<file path="config.mk">
export PLATFORM = sky130hd
export DESIGN_NAME = fft8_frame_loader
export DESIGN_NICKNAME = d
export VERILOG_FILES = /design/src/rtl/fft8_frame_loader.sv
export SDC_FILE = /design/constraint.sdc
export NUM_CORES = 1
export LEC_CHECK = 0
export ABC_AREA = 1
export BUFFER_PORTS_ARGS = -buffer_cell sky130_fd_sc_hd__buf_4
export CAP_MARGIN = 20
export CORE_ASPECT_RATIO = 0.75
export CORE_MARGIN = 4
export CORE_UTILIZATION = 53
export DETAILED_ROUTE_END_ITERATION = 8
export GPL_TIMING_DRIVEN = 0
export HOLD_SLACK_MARGIN = 0.03
export PLACE_DENSITY = 0.77
export SLEW_MARGIN = 40
export SYNTH_ARGS = -nofsm -noshare
export SYNTH_HDL_FRONTEND = slang
export SYNTH_SLANG_ARGS = --single-unit
</file>
<file path="constraint.sdc">
create_clock -name clk -period 2.4 [get_ports clk]
set_clock_uncertainty 0.15 [all_clocks]
set_input_delay 0.12 -clock clk [delete_from_list [all_inputs] [get_ports clk]]
set_output_delay 0.12 -clock clk [all_outputs]
set_load 0.005 [all_outputs]
</file>
<file path="src/rtl/fft8_frame_loader.sv">
// rtl/fft8_frame_loader.sv - ping-pong 8-sample frame collector feeding the 8-point FFT inputs
// Optional macro FFT_IN_PRESCALE_EN: arithmetic shift right by 3 of each re/im half before storage.
module fft8_frame_loader #(
    parameter int DATA_W = 32
) (
    input  logic              clk,
    input  logic              rst_n,
    input  logic [DATA_W-1:0] s_data,
    input  logic              s_valid,
    input  logic              s_sof,
    output logic              s_ready,
    output logic [DATA_W-1:0] x0,
    output logic [DATA_W-1:0] x1,
    output logic [DATA_W-1:0] x2,
    output logic [DATA_W-1:0] x3,
    output logic [DATA_W-1:0] x4,
    output logic [DATA_W-1:0] x5,
    output logic [DATA_W-1:0] x6,
    output logic [DATA_W-1:0] x7,
    output logic              frame_valid,
    input  logic              frame_ready,
    output logic              sof_err
);

    localparam int HW = DATA_W / 2;

    // Two banks of eight samples; index 0 is bank A, index 1 is bank B.
    logic [DATA_W-1:0] r_mem [2][8];
    logic [1:0]        r_full;
    logic [2:0]        r_wptr;
    logic              r_fill;
    logic              r_read;
    logic              r_sof_err;

    logic              w_accept;
    logic              w_restart;
    logic              w_complete;
    logic              w_release;
    logic [2:0]        w_widx;
    logic [1:0]        w_full_nxt;
    logic [DATA_W-1:0] w_sample;

`ifdef FFT_IN_PRESCALE_EN
    logic signed [HW-1:0] w_re;
    logic signed [HW-1:0] w_im;
    assign w_re     = $signed(s_data[DATA_W-1:HW]) >>> 3;
    assign w_im     = $signed(s_data[HW-1:0]) >>> 3;
    assign w_sample = {w_re, w_im};
`else
    assign w_sample = s_data;
`endif

    assign s_ready     = !r_full[r_fill];
    assign frame_valid = r_full[r_read];
    assign sof_err     = r_sof_err;

    assign w_accept   = s_valid && s_ready;
    // An SOF in the middle of a frame throws away the partial frame and restarts at slot 0.
    assign w_restart  = w_accept && s_sof && (r_wptr != 3'd0);
    assign w_widx     = w_restart ? 3'd0 : r_wptr;
    assign w_complete = w_accept && !w_restart && (r_wptr == 3'd7);
    assign w_release  = frame_valid && frame_ready;

    // Release is applied before completion so a bank freed this edge can be refilled at once.
    always_comb begin
        w_full_nxt = r_full;
        if (w_release) begin
            w_full_nxt[r_read] = 1'b0;
        end
        if (w_complete) begin
            w_full_nxt[r_fill] = 1'b1;
        end
    end

    // Sample storage: accepted sample goes to the fill bank at the current (or restarted) slot.
    always_ff @(posedge clk or negedge rst_n) begin
        if (!rst_n) begin
            for (int b = 0; b < 2; b++) begin
                for (int i = 0; i < 8; i++) begin
                    r_mem[b][i] <= '0;
                end
            end
        end else if (w_accept) begin
            r_mem[r_fill][w_widx] <= w_sample;
        end
    end

    // Fill pointer, bank selects, full flags and the sticky SOF error.
    always_ff @(posedge clk or negedge rst_n) begin
        if (!rst_n) begin
            r_wptr    <= 3'd0;
            r_fill    <= 1'b0;
            r_read    <= 1'b0;
            r_full    <= 2'b00;
            r_sof_err <= 1'b0;
        end else begin
            r_full <= w_full_nxt;
            if (w_accept) begin
                r_wptr <= w_restart ? 3'd1 : r_wptr + 3'd1;
            end
            if (w_complete) begin
                r_fill <= !r_fill;
            end
            if (w_release) begin
                r_read <= !r_read;
            end
            if (w_restart) begin
                r_sof_err <= 1'b1;
            end
        end
    end

    assign x0 = r_mem[r_read][0];
    assign x1 = r_mem[r_read][1];
    assign x2 = r_mem[r_read][2];
    assign x3 = r_mem[r_read][3];
    assign x4 = r_mem[r_read][4];
    assign x5 = r_mem[r_read][5];
    assign x6 = r_mem[r_read][6];
    assign x7 = r_mem[r_read][7];

endmodule
</file>
==> impl_metrics.ini, run 1 <==
[sta]
slew_viol_final = 0
tns_ns = -0.267
max_slew_margin_pct = 44.6
hold_ws_ns = -0.0800
setup_ws_ns = -0.0486
fin_crit_sh_pct = 102
worst_slew_pin_slew_ns = 0.822
max_freq_mhz = 408
fin_crit_ns = 2.45
finalHoldViolCount = 58
finalSetupViolCount = 19
rsz0062_at_grt = yes

[cts]
path_clk_slew_ns = 0.06
numCtsBuffers = 51
cts.sinks = 520
clk-insertion-delay-late_ns = 0.58
cts_buffer_depth = 3
hold_buffers = 37
cts_tree = done
root_buffer = clkbuf_16
htree_levels = 2

[synth]
syn_inst = 3184
yosys.area_share.simple_pct = 37.2
ys_ff_latch = 520
muxShareOfSynthArea_pct = 0
yosysUniqueCellTypes = 22
synth.avg_cell_area_um2 = 7.57
synth_top_family_by_area = simple AND/OR/NAND/NOR gates
synth_xor_area_share_pct = 0.0727
seq_area_frac_synth_pct = 54.0
synth_compound_area_share_pct = 2.82
synthAdderAreaFrac_pct = 0.156
synthesis.nets = 3224
ys_warn_count = 0
netlist_area_mm2 = 0.0241

[worst_setup_path]
start_kind = flop
r2r_setup_slack_ns = -0.05
crit_top_cell = nand2_1
critPathCaptureType = flop
cp_cell_sequence = inv_4 -> clkbuf_8 -> ha_1 -> nand2_1 -> inv_1 -> nor2_2 -> nor2_4 -> nand4_1 -> buf_4 -> clkbuf_2 -> nand2_1 -> nand2_1
cp_max_fo = 10
worst_ep_required_time_ns = 2.71
path_class = flop to flop
cp_slowest_cell = dfrtp_2
slowest_delay_ns = 0.42
cp_top_family = simple AND/OR/NAND/NOR gates
cp.arrival_ns = 2.76
crit_buf_inv = 5

[global_routing]
grt_max_degree = 75
grt_pass1_vias = 21700
gr-total-overflow = 0
grt_use_total_pct = 31.9
antenna_found_initial = 2
grt_pass1_wl_um = 122000

[placed_design]
routabilityCongestion = 0.931
dp_hpwl_um = 57000
portBuffers = 263
postPlaceCellArea_mm2 = 0.0270

[power]
ir_worst_vdd_uv = 705
p_per_area_mw_per_mm2 = 1370
power.total_mw = 40.5
p_leak_nw = 16.6

[floorplan]
ios = 296
dieArea_mm2 = 0.0490
die_x_um = 254
core_area_mm2 = 0.0448
initial_utilization_pct = 53.8
num_rows = 67
die_y_um = 193

[route]
drtPass1Iterations = 6
drc = 0
ant_nets = 0
drt_wl_total_um = 79700
wire_per_inst_um = 19.0
drt-initial-drc-count = 2759
vias = 23300
vias_per_cell = 5.56

[flow_run]
cap_violations = 0

[cells_and_area]
final_area_mm2 = 0.0295
fill_cells = 3854
layout.nets = 3603
drive_gt1_share_pct = 16.1
area_growth_pct = 22.5

[run_status]
violations = negative hold slack, negative setup slack
outcome = finished, violations left

[hold_path]
hold_path_class = input pin to asynchronous set/reset pin
[synthesized netlist by cell type]
cell | number | area [um2]
ha_1 | 3 | 37.5
nand2_2 | 6 | 37.5
nand2_1 | 1939 | 7280
dfrtp_1 | 520 | 13000
clkbuf_1 | 169 | 634
nand4_2 | 2 | 25.0
buf_4 | 12 | 90.1
buf_2 | 58 | 290
o21ai_0 | 114 | 571
buf_1 | 16 | 60.1
xor2_1 | 2 | 17.5
or2_2 | 1 | 6.26
nor2_1 | 3 | 11.3
clkinv_1 | 1 | 3.75
nand3_1 | 132 | 661
nor2_4 | 6 | 67.6
nor2_2 | 9 | 56.3
buf_6 | 22 | 248
inv_1 | 9 | 33.8
nand4_1 | 132 | 826
o21ai_1 | 22 | 110
inv_2 | 6 | 22.5
[where the power goes]
part | switching, mW | internal [mW]
Combinational | 10.9 | 7.15
Clock | 3.42 | 4.59
Sequential | 1.97 | 12.5
Total | 16.3 | 24.2
[kinds of logic (layout without fill, tap and decap cells)]
logic type / after synthesis / after routing
simple gates: 2230 / 2230
other cells: 0 / 3
xor+xnor: 2 / 2
buf+inv: 293 / 706
compound gates: 136 / 136
fa+ha+maj: 3 / 3
flops: 520 / 520
[sequential cells by signal (all words and copies together), names as in the netlist]
signal / count
r_mem: 512
r_wptr: 3
r_full: 2
r_fill: 1
r_read: 1
sof_err: 1
[stage by stage]
| step | hold WS, ns | cells | utilization [%] | setup WS, ns |
|---|---|---|---|---|
| floorplan | -0.326 | 3184 | - | 0.125 |
| global placement | 0.257 | 4033 | 59.9 | -4.49 |
| detailed placement | -0.0636 | 4040 | 60.3 | -0.575 |
| CTS | -0.0733 | 4173 | 65.4 | 0.00793 |
| global route | -0.0278 | 4184 | 65.9 | -0.0938 |
| finish | -0.0800 | 4186 | 65.9 | -0.0486 |
[layout by cell type, fill, tap and decap left out, types with 4 or more instances in the layout]
cell type | netlist | final
nand2_2 | 6 | 9
buf_1 | 16 | 16
clkbuf_16 | 0 | 51
nand2_1 | 1939 | 1932
clkbuf_4 | 0 | 17
nand4_1 | 132 | 132
buf_6 | 22 | 31
bufinv_16 | 0 | 4
inv_2 | 6 | 7
o21ai_1 | 22 | 79
nand3_2 | 0 | 4
clkbuf_2 | 0 | 51
dlygate4sd3_1 | 0 | 37
o21ai_0 | 114 | 56
buf_2 | 58 | 41
clkbuf_1 | 169 | 104
clkbuf_8 | 0 | 10
inv_1 | 9 | 8
nor2_4 | 6 | 14
dfrtp_1 | 520 | 519
nand2_4 | 0 | 4
buf_4 | 12 | 307
nand3_1 | 132 | 128
buf_16 | 0 | 7
clkinv_2 | 0 | 11
[layer usage]
| metal | global-route usage (%) | up-vias | wire, um |
|---|---|---|---|
| met5 | 0 | - | 0 |
| met4 | 10.3 | 0 | 2530 |
| met2 | 45.9 | 1316 | 34200 |
| li1 | - | 10700 | - |
| met1 | 47.3 | 11100 | 33600 |
| met3 | 8.34 | 167 | 9350 |
[path summary, 6_finish.rpt]
path	from	to	depth (start not counted)
max in group asynchronous	rst_n	r_mem[492]	6
min in group clk	r_mem[106]	r_mem[106]	2
min reg2reg	r_mem[106]	r_mem[106]	2
max	r_wptr[0]	r_mem[478]	12
min	rst_n	r_mem[313]	2
max reg2reg	r_wptr[0]	r_mem[478]	12
[worst reg2reg max path, stage by stage (launching register included)]
cell and delay, ns:
dfrtp_2 0.42, inv_4 0.11, clkbuf_8 0.19, ha_1 0.15, nand2_1 0.09, inv_1 0.08, nor2_2 0.07, nor2_4 0.23
nand4_1 0.24, buf_4 0.20, clkbuf_2 0.20, nand2_1 0.13, nand2_1 0.07
[timing repair]
action | 4_1_cts | 5_1_grt
pin swaps | 5 | 3
endpoints found under the setup margin | 752 | 629
setup buffers | 10 | 11
endpoints found under the hold margin | 395 | 58
gates resized for setup | 93 | 159
[layout make-up]
cell class	count	area, um2	share of cell area (%)
Antenna cell	3	7.51	0.0254
Buffer	275	1550	5.24
Clock buffer	71	1440	4.88
Clock inverter	16	184	0.623
Inverter	16	62.6	0.212
Multi-Input combinational cell	2371	9810	33.2
Sequential cell	520	13000	44.1
Tap cell	586	733	2.48
Timing Repair Buffer	328	2720	9.20
Note: power is estimated with default switching activity, not from simulation.
==> run 2: changes to the inputs <==
--- a/config.mk
+++ b/config.mk
@@ -8,13 +8,13 @@
 export ABC_AREA = 1
 export BUFFER_PORTS_ARGS = -buffer_cell sky130_fd_sc_hd__buf_4
 export CAP_MARGIN = 20
-export CORE_ASPECT_RATIO = 0.75
-export CORE_MARGIN = 4
+export CORE_ASPECT_RATIO = 0.6
 export CORE_UTILIZATION = 53
 export DETAILED_ROUTE_END_ITERATION = 8
 export GPL_TIMING_DRIVEN = 0
 export HOLD_SLACK_MARGIN = 0.03
 export PLACE_DENSITY = 0.77
+export SKIP_LAST_GASP = 1
 export SLEW_MARGIN = 40
 export SYNTH_ARGS = -nofsm -noshare
 export SYNTH_HDL_FRONTEND = slang
==> run 2 against run 1 <==
Effect of this change:
- the run now ends clean
- non-clock buffer count down 3
- clock power down 1%
- clock-buffer cell count up 6
- power down 0.29%
- routed wire length down 0.75%
==> impl_metrics.ini, run 2 (same netlist as run 1, synthesis figures left out) <==
[power]
p_leak_nw = 16.6
power.total_mw = 40.4
p_per_area_mw_per_mm2 = 1370
ir_worst_vdd_uv = 625

[worst_setup_path]
worst_ep_required_time_ns = 2.13
start_kind = flop
cp_max_fo = 10
worstReg2RegStart = r_wptr[0]
cp_slowest_cell = dfrtp_2
cp_num_cells = 5
cp_cell_sequence = clkbuf_2 -> clkbuf_2 -> nand2_1 -> nand2_1 -> buf_4
critPathCaptureType = output pin
path_class = flop to output pin
r2r_end = r_mem[35]
crit_buf_inv = 3
cp_top_family = buffers and inverters
r2r_cells = 11
r2r_setup_slack_ns = 0.07
cp.arrival_ns = 2.09
slowest_delay_ns = 0.44

[global_routing]
grt_max_degree = 78
grt_pass1_wl_um = 124000
antenna_found_initial = 0
grt_use_total_pct = 34.3
grt_pass1_vias = 21600
gr-total-overflow = 0

[cts]
path_clk_slew_ns = 0.07
cts_buffer_depth = 3
numCtsBuffers = 48
htree_levels = 2
cts.sinks = 520
cts_tree = done
clk-insertion-delay-late_ns = 0.57
root_buffer = clkbuf_16

[sta]
max_slew_margin_pct = 47.6
fin_crit_sh_pct = 98.2
worst_slew_pin_slew_ns = 0.786
slew_viol_final = 0
rsz0062_at_grt = yes
finalSetupViolCount = 0
hold_ws_ns = 0.321
max_freq_mhz = 424
finalHoldViolCount = 0
tns_ns = 0
fin_crit_ns = 2.36

[cells_and_area]
final_area_mm2 = 0.0294
final-instance-count-excl-fill = 4180
fill_cells = 3807
multi_input_area_mm2 = 0.00978
diodes = 0
final_common_cell = nand2_1
largest-register = r_mem
largest_reg_flops = 512
top_regs = r_mem x512, r_wptr x3, r_full x2
layout_common_cells = 1931 x nand2_1, 518 x dfrtp_1, 309 x buf_4, 132 x nand4_1, 131 x nand3_1
drive_gt1_share_pct = 16.0
area_growth_pct = 22.2
layout.nets = 3597
ff_latch_area_mm2 = 0.0130

[floorplan]
initial_utilization_pct = 53.8
core_area_mm2 = 0.0448
die_y_um = 167
num_rows = 60
die_x_um = 277
dieArea_mm2 = 0.0464
ios = 296

[placed_design]
routabilityCongestion = 0.957
place_inst = 4043
postPlaceCellArea_mm2 = 0.0270
portBuffers = 263
dp_hpwl_um = 57600

[route]
wire_per_inst_um = 18.9
ant_nets = 0
drtPass1Iterations = 8
vias = 23500
vias_per_cell = 5.61
drt-initial-drc-count = 3246
drt_wl_total_um = 79100
drc = 0

[hold_path]
hp-start = r_mem[399]
min_to = r_mem[399]
hold_depth = 2
hold_path_class = flop to flop

[flow_run]
cap_violations = 0

[run_status]
outcome = finished clean
run 2: changes by cell type in the layout (fill, tap and decap cells not counted), sizes merged:
cell and delta:
inv -3, diode -3, clkinvlp +1, bufinv -2, clkbuf +10, clkinv -5, buf -7
run 2: repair_timing:
action	4_1_cts	5_1_grt
pin swaps	4	1
buffers inserted	14	2
hold buffers	38	0
resized for setup	111	60
setup endpoints to repair	763	282
endpoints found under the hold margin	391	0
run 2: stage by stage:
step / worst slack (ns) / util, %
finish: 0.0433 / 65.7
global route: -0.0144 / 65.7
CTS: 0.00589 / 65.5
detailed placement: -0.585 / 60.3
global placement: -4.45 / 59.8
floorplan: 0.125 / -
run 2: per-layer routing:
metal  part of all wire [%]  track usage [%]  up-vias
met4                    3.2             10.1        0
met1                     45             53.2    11300
met2                     40             47.0     1358
met5                      0                0        -
li1                       -                -    10700
met3                     12             8.65      164
run 2: final cells by class:
class                   count  area share (%)
clock buffers              77            5.20
well taps                 589            2.50
plain buffers             276            5.18
repair buffers            324            9.19
multi-input cells        2371            33.2
clock inverters             7           0.289
flip-flops and latches    520            44.2
inverters                  16           0.217
run 2: how the worst max path moves through the flow:
stage                     startpoint    endpoint
after floorplan            r_wptr[0]   r_mem[10]
after global placement         rst_n   r_mem[45]
after detailed placement   r_wptr[0]  r_mem[322]
after CTS                     r_read      x6[15]
after global routing       r_wptr[0]  r_mem[292]
final                         r_read      x7[23]
run 2: report_power, final:
group / switching [mW] / internal (mW)
Clock: 3.38 / 4.56
Combinational: 10.9 / 7.07
Sequential: 1.98 / 12.5
Total: 16.3 / 24.1
run 2: tightest hold or removal path, cell delays in order (launching register included):
cell and delay [ns]:
dfrtp_1 0.34, nand2_1 0.05, nand2_1 0.04
